==> config.mk <==
export PLATFORM = sky130hd
export DESIGN_NAME = mio_bus_responder
export DESIGN_NICKNAME = d
export VERILOG_FILES = /design/src/rtl/mio_bus_responder.sv
export SDC_FILE = /design/constraint.sdc
export NUM_CORES = 1
export LEC_CHECK = 0
export ABC_CLOCK_PERIOD_IN_PS = 6370
export CAP_MARGIN = 20
export CORE_UTILIZATION = 29
export DETAILED_ROUTE_END_ITERATION = 16
export PLACE_DENSITY = 0.6
export SYNTH_ARGS = -nofsm -noshare
export SYNTH_HDL_FRONTEND = slang
export SYNTH_SLANG_ARGS = --single-unit
export TNS_END_PERCENT = 10
==> constraint.sdc <==
create_clock -name clk -period 6.37 [get_ports clk]
set_clock_uncertainty 0.1 [all_clocks]
set_input_delay 1.274 -clock clk [delete_from_list [all_inputs] [get_ports clk]]
set_output_delay 1.274 -clock clk [all_outputs]
set_load 0.02 [all_outputs]
==> src/rtl/mio_bus_responder.sv <==
// Memory/IO-side responder for the multi-cycle CPU bus: captures one request,
// runs it against word RAM or the IO region with per-region wait states.
module mio_bus_responder #(
    parameter int         RAM_WAIT  = 1,
    parameter int         IO_WAIT   = 3,
    parameter logic [3:0] IO_NIBBLE = 4'hF,
    parameter int         RAM_AW    = 10
) (
    input  logic              clk,
    input  logic              reset,
    input  logic              mem_r,
    input  logic              mem_w,
    input  logic              cpu_mio,
    input  logic [31:0]       addr,
    input  logic [31:0]       wdata,
    output logic [31:0]       rdata,
    output logic              mio_ready,
    output logic              bus_err,
    output logic [RAM_AW-1:0] ram_addr,
    output logic              ram_we,
    output logic [31:0]       ram_din,
    input  logic [31:0]       ram_dout,
    output logic [27:0]       io_addr,
    output logic              io_we,
    output logic              io_rd,
    output logic [31:0]       io_din,
    input  logic [31:0]       io_dout
);

    localparam int MAX_WAIT = (RAM_WAIT > IO_WAIT) ? RAM_WAIT : IO_WAIT;
    localparam int CW       = $clog2(MAX_WAIT + 1);

    typedef enum logic [1:0] {
        IDLE,
        ACCESS,
        DONE
    } state_t;

    state_t            state_q, state_d;
    logic [CW-1:0]     cnt_q, cnt_d;
    logic              is_io_q, is_io_d;
    logic              is_wr_q, is_wr_d;
    logic [31:0]       rdata_q, rdata_d;
    logic              mio_ready_q, mio_ready_d;
    logic              bus_err_q, bus_err_d;
    logic [RAM_AW-1:0] ram_addr_q, ram_addr_d;
    logic              ram_we_q, ram_we_d;
    logic [31:0]       ram_din_q, ram_din_d;
    logic [27:0]       io_addr_q, io_addr_d;
    logic              io_we_q, io_we_d;
    logic              io_rd_q, io_rd_d;
    logic [31:0]       io_din_q, io_din_d;

    logic req, req_err, req_io, ram_lookahead;

    assign req     = cpu_mio & (mem_r | mem_w);
    assign req_err = (mem_r & mem_w) | (addr[1:0] != 2'b00);
    assign req_io  = (addr[31:28] == IO_NIBBLE);

    always_comb begin
        state_d     = state_q;
        cnt_d       = cnt_q;
        is_io_d     = is_io_q;
        is_wr_d     = is_wr_q;
        rdata_d     = rdata_q;
        mio_ready_d = 1'b0;
        bus_err_d   = bus_err_q;
        ram_addr_d  = ram_addr_q;
        ram_we_d    = ram_we_q;
        ram_din_d   = ram_din_q;
        io_addr_d   = io_addr_q;
        io_we_d     = io_we_q;
        io_rd_d     = io_rd_q;
        io_din_d    = io_din_q;

        case (state_q)
            IDLE: begin
                if (req) begin
                    is_io_d = req_io;
                    is_wr_d = mem_w;
                    if (req_err) begin
                        state_d     = DONE;
                        mio_ready_d = 1'b1;
                        bus_err_d   = 1'b1;
                    end else begin
                        state_d = ACCESS;
                        if (req_io) begin
                            cnt_d     = CW'(IO_WAIT);
                            io_addr_d = addr[27:0];
                            io_din_d  = wdata;
                            io_we_d   = mem_w;
                            io_rd_d   = mem_r;
                        end else begin
                            cnt_d      = CW'(RAM_WAIT);
                            ram_addr_d = addr[RAM_AW+1:2];
                            ram_din_d  = wdata;
                            ram_we_d   = mem_w;
                        end
                    end
                end
            end
            ACCESS: begin
                ram_we_d = 1'b0;
                io_we_d  = 1'b0;
                cnt_d    = cnt_q - CW'(1);
                if (cnt_q == CW'(1)) begin
                    state_d     = DONE;
                    mio_ready_d = 1'b1;
                    bus_err_d   = 1'b0;
                    io_rd_d     = 1'b0;
                    if (!is_wr_q) begin
                        rdata_d = is_io_q ? io_dout : ram_dout;
                    end
                end
            end
            DONE: begin
                state_d = IDLE;
            end
            default: begin
                state_d = IDLE;
            end
        endcase
    end

    always_ff @(posedge clk or posedge reset) begin
        if (reset) begin
            state_q     <= IDLE;
            cnt_q       <= '0;
            is_io_q     <= 1'b0;
            is_wr_q     <= 1'b0;
            rdata_q     <= '0;
            mio_ready_q <= 1'b0;
            bus_err_q   <= 1'b0;
            ram_addr_q  <= '0;
            ram_we_q    <= 1'b0;
            ram_din_q   <= '0;
            io_addr_q   <= '0;
            io_we_q     <= 1'b0;
            io_rd_q     <= 1'b0;
            io_din_q    <= '0;
        end else begin
            state_q     <= state_d;
            cnt_q       <= cnt_d;
            is_io_q     <= is_io_d;
            is_wr_q     <= is_wr_d;
            rdata_q     <= rdata_d;
            mio_ready_q <= mio_ready_d;
            bus_err_q   <= bus_err_d;
            ram_addr_q  <= ram_addr_d;
            ram_we_q    <= ram_we_d;
            ram_din_q   <= ram_din_d;
            io_addr_q   <= io_addr_d;
            io_we_q     <= io_we_d;
            io_rd_q     <= io_rd_d;
            io_din_q    <= io_din_d;
        end
    end

    // The sync RAM must see the read address at the capture edge so its data
    // is ready when a single-cycle access exits; afterwards the held copy drives it.
    assign ram_lookahead = (state_q == IDLE) & req & ~req_err & ~req_io;

    assign ram_addr  = ram_lookahead ? addr[RAM_AW+1:2] : ram_addr_q;
    assign rdata     = rdata_q;
    assign mio_ready = mio_ready_q;
    assign bus_err   = bus_err_q;
    assign ram_we    = ram_we_q;
    assign ram_din   = ram_din_q;
    assign io_addr   = io_addr_q;
    assign io_we     = io_we_q;
    assign io_rd     = io_rd_q;
    assign io_din    = io_din_q;

endmodule

=== Word level (Yosys, flattened, before mapping) ===
Index checks and enable logic that the tools add are counted.

* Flip-flop bits (word level): 145
* Bits of input ports: 133
* Output and inout port bits: 139
* Word-level logic and storage cells: 77

* Add/subtract/negate cells: 1
* Eq/ne operators: 9
* Muxes and demuxes: 30
* Bitwise operators: 10
* Reductions and logical operators: 13

{| class="wikitable"
|+ Operators with widths
! kind !! count
|-
| two-way mux 32 bit || 1
|-
| AND reduction 4 bit || 5
|-
| two-way mux 1 bit || 15
|-
| two-way mux 2 bit || 6
|-
| != test 2 bit (second input constant) || 6
|-
| two-way mux 10 bit || 1
|-
| case mux 1 bit (2 select lines) || 5
|-
| case mux 2 bit (2 select lines) || 2
|-
| AND reduction 3 bit || 2
|-
| bitwise AND 1 bit || 5
|-
| AND reduction 5 bit || 1
|-
| equality test 2 x 1 -> 1 bit (second input constant) || 2
|-
| equality test 4 bit (second input constant) || 1
|-
| AND reduction 2 bit || 2
|-
| nonzero test 2 bit || 2
|-
| inverter 1 bit || 3
|-
| zero test 2 bit || 1
|-
| OR 1 bit || 2
|-
| subtractor 2 x 1 -> 2 bit (second input constant) || 1
|}

=== Logic depth before layout (Yosys ltp) ===
* Depth in word-level cells: 6
* Gate-level depth with buffers: 7
* Gate-level depth less buffers: 5

=== Worst setup path before layout ===
OpenSTA, ideal clock, no wires.

* Kind: input to output
* Start point: input mem_w
* End point: output ram_addr[0]
* Arrival time: 2.409 ns
* Data required time: 4.996 ns
* Path slack: 2.587 ns
* Cell stages on the path: 4
* Cell sequence: or2_2 > nand4_1 > buf_2 > mux2_2

* Word-level cells in the longest chain between the ends: 6

{| class="wikitable"
|+ Ends and longest elaborated chain
! what !! RTL line !! RTL
|-
| start, declared || 12 || <nowiki>input logic mem_w,</nowiki>
|-
| OR 1 bit / bitwise AND 1 bit (equally long branches) || 56, 57 ||
|-
| bitwise AND 1 bit / OR 1 bit (equally long branches) || 56, 57 ||
|-
| bitwise AND 1 bit / inverter 1 bit (equally long branches) || - ||
|-
| bitwise AND 1 bit * (2 in a row) || 161 || <nowiki>assign ram_lookahead = (state_q == IDLE) & req & ~req_err & ~req_io;</nowiki>
|-
| two-way mux 10 bit * || 163 || <nowiki>assign ram_addr = ram_lookahead ? addr[RAM_AW+1:2] : ram_addr_q;</nowiki>
|-
| end, declared || 19 || <nowiki>output logic [RAM_AW-1:0] ram_addr,</nowiki>
|}

Every way passes the cells marked *; elsewhere a longest branch is shown, timed or not.

=== Worst setup path in the final report ===
* Start point: input mem_r
* End point: output ram_addr[7]

* Word-level cells in the longest chain between the ends: 6

{| class="wikitable"
|+ Ends and longest elaborated chain
! what !! RTL line !! RTL
|-
| start, declared || 11 || <nowiki>input logic mem_r,</nowiki>
|-
| OR 1 bit / bitwise AND 1 bit (equally long branches) || 56, 57 ||
|-
| bitwise AND 1 bit / OR 1 bit (equally long branches) || 56, 57 ||
|-
| bitwise AND 1 bit / inverter 1 bit (equally long branches) || - ||
|-
| bitwise AND 1 bit * (2 in a row) || 161 ||
|-
| two-way mux 10 bit * || 163 ||
|}

Marked as above.

==> metrics.cfg <==
[floorplan]
die_area_um2 = 21800
start_util_pct = 30.0
num_io_pins = 272
core_area_um2 = 20500
rows = 52
chipWidth_um = 147
die_y_um = 147

[place]
place_area_um2 = 9120
gp_congestion = 0.759
pre_cts_slack_ns = 0.749
post-dp-hpwl_um = 11600
place.port_buffers = 271
place_inst = 947

[critical_path]
start_kind = primary input
worstPathArrival_ns = 3.52
endpoint_kind = primary output
crit_type = in2out
crit_fanout = 13
worstPathRequired_ns = 5.00

[grt]
antenna_found_initial = 0
grt_max_degree = 108
grt_pass1_vias = 4782
grt_overflow_total = 0
grt_util_all_layers_pct = 15.2
grt_pass1_wl_um = 25800

[final_layout]
stdcell_count = 982
antenna_cells = 0
fin_area_um2 = 9830
mostFrequentLayoutCell = clkdlybuf4s50_1
drive_above_1_share_pct = 21.9
nets = 833
final_core_util_pct = 48.0
layout_common_cells = clkdlybuf4s50_1, dfrtp_1, mux2_2
area_delta_synth_final_pct = 60.2

[power]
pwr_density_cell_nw_per_um2 = 391
p_seq_share_pct = 35.4
ir_drop_uv = 212
cellLeakagePower_nw = 4.28
intPower_mw = 2.63
finalPower_mw = 3.85
share_clk_of_total_power_pct = 28.4
p_sw_mw = 1.22
switching_share_pct = 31.6
p_comb_share_pct = 36.2

[synth]
synthTopCellsByArea = dfrtp_1, mux2_4, mux2_2
synth_cells = 423
netlist.area_leader.share_pct = 59.1
yosysUniqueCellTypes = 31
syn_nets = 557
ys_seq_area_share_pct = 59.1
yosysWarnings = 0
synth_top_area_cell = dfrtp_1
synth_area_per_cell_um2 = 14.5
synth_seq_cells = 145
mappedNetlistArea_um2 = 6140

[sta]
finalMaxSlewViolations = 0
worstMarginPinSlew_ns = 0.920
rsz0062_at_grt = no
max_freq_mhz = 204
setup_tns_ns = 0
fin_crit_sh_pct = 76.9
setup_slack_ns = 1.47
fin_hold_ws_ns = 0.388
hold_viol = 0
fin_crit_ns = 4.90
setup_viol = 0
max_slew_margin_pct = 38.7

[detailed_routing]
drt_iter0_drc = 90
wl_per_cell_um = 16.2
vias = 4350
postRouteWirelength_um = 16000
ant_nets = 0
vias_per_cell = 4.43
drtPass1Iterations = 4
drc = 0

[run]
maxCapViolations = 0

[cts]
numCtsBuffers = 17
htree_levels = 4
clock_path_buffers = 2
cts.sinks = 145
cts_resized = 0
hold_buffers = 0
cts_root_buffer = clkbuf_16
cts_tree = yes
clock_latency_ns = 0.41
clkTransAtPathRegs_ns = 0.06
cts_setup_buffers = 0

[min_path]
min_path_type = reg2reg

[status]
status = finished clean

-- layout make-up --
cell class | instances | area [um2]
Sequential cell | 145 | 3630
Multi-Input combinational cell | 249 | 2360
Clock buffer | 19 | 453
Timing Repair Buffer | 281 | 2830
Inverter | 5 | 23.8
Fill cell | 1800 | 10700
Tap cell | 270 | 338
Clock inverter | 13 | 198
-- routing by layer --
| metal | part of all wire [%] | up-vias | GRT usage [%] | routed length [um] |
|---|---|---|---|---|
| li1 | - | 2051 | - | - |
| met1 | 42 | 2123 | 18.4 | 6680 |
| met4 | 0.85 | 0 | 3.71 | 136 |
| met5 | 0 | - | 0 | 0 |
| met2 | 50 | 165 | 25.7 | 7900 |
| met3 | 7.7 | 11 | 5.59 | 1230 |
-- final timing paths --
kind                       startpoint       endpoint  slack [ns]  cells after the start
min                        io_addr[0]     io_addr[0]        0.39                      1
max in group asynchronous       reset  ram_addr_q[0]        4.31                      3
max                             mem_r    ram_addr[7]        1.47                      6
max reg2reg                state_q[1]    ram_din[28]        4.22                      5
min in group asynchronous       reset    ram_din[15]        1.08                      2
min reg2reg                io_addr[0]     io_addr[0]        0.39                      1
-- Yosys cell counts --
cell	instances
dfrtp_1	145
mux2_2	56
mux2_4	50
a21oi_1	33
mux2i_1	33
nor2_1	33
buf_2	8
buf_1	7
nand2_1	7
buf_6	6
mux2_1	6
inv_1	5
nand4_1	5
o21ai_0	4
clkbuf_1	3
nand3_1	3
a311o_1	2
and2_1	2
nand3b_1	2
nor3b_1	2
a211o_1	1
a211oi_2	1
and4_1	1
ha_1	1
nand2b_1	1
nand4_4	1
nor3b_2	1
nor4bb_1	1
o31ai_1	1
or2_2	1
xor2_2	1
-- state kept, by name (all words and copies together), names as in the netlist --
register	cells
state_q	2
is_io_q	1
cnt_q	2
bus_err	1
rdata	32
io_addr	28
io_we	1
ram_din	32
is_wr_q	1
mio_ready	1
ram_we	1
io_rd	1
ram_addr_q	10
io_din	32
-- critical path: stages --
cell             delay, ns
clkdlybuf4s50_1       0.51
a211oi_2              0.38
nand4_1               0.27
buf_8                 0.24
mux2_2                0.23
clkdlybuf4s50_1       0.61
-- power by group through the flow --
stage	registers [mW]	clock network [mW]	logic (mW)
CTS	1.36	1.13	1.41
global placement	1.36	0	1.39
floorplan	1.62	0	0.414
global route	1.40	1.17	1.48
finish	1.36	1.09	1.39
detailed placement	1.37	0	1.40
-- logic make-up (layout without fill, tap and decap cells) --
family / Yosys count / after routing / share of synthesized area [%]
AO/OA/AOI/OAI: 42 / 42 / 3.81
XOR/XNOR: 1 / 1 / 0.265
adder cells (fa/ha/maj): 1 / 1 / 0.204
buffers and inverters: 29 / 318 / 2.67
flip-flops: 145 / 145 / 59.1
multiplexers: 145 / 145 / 29.0
AND/OR/NAND/NOR: 60 / 60 / 4.95
Note: power is estimated with default switching activity, not from simulation.
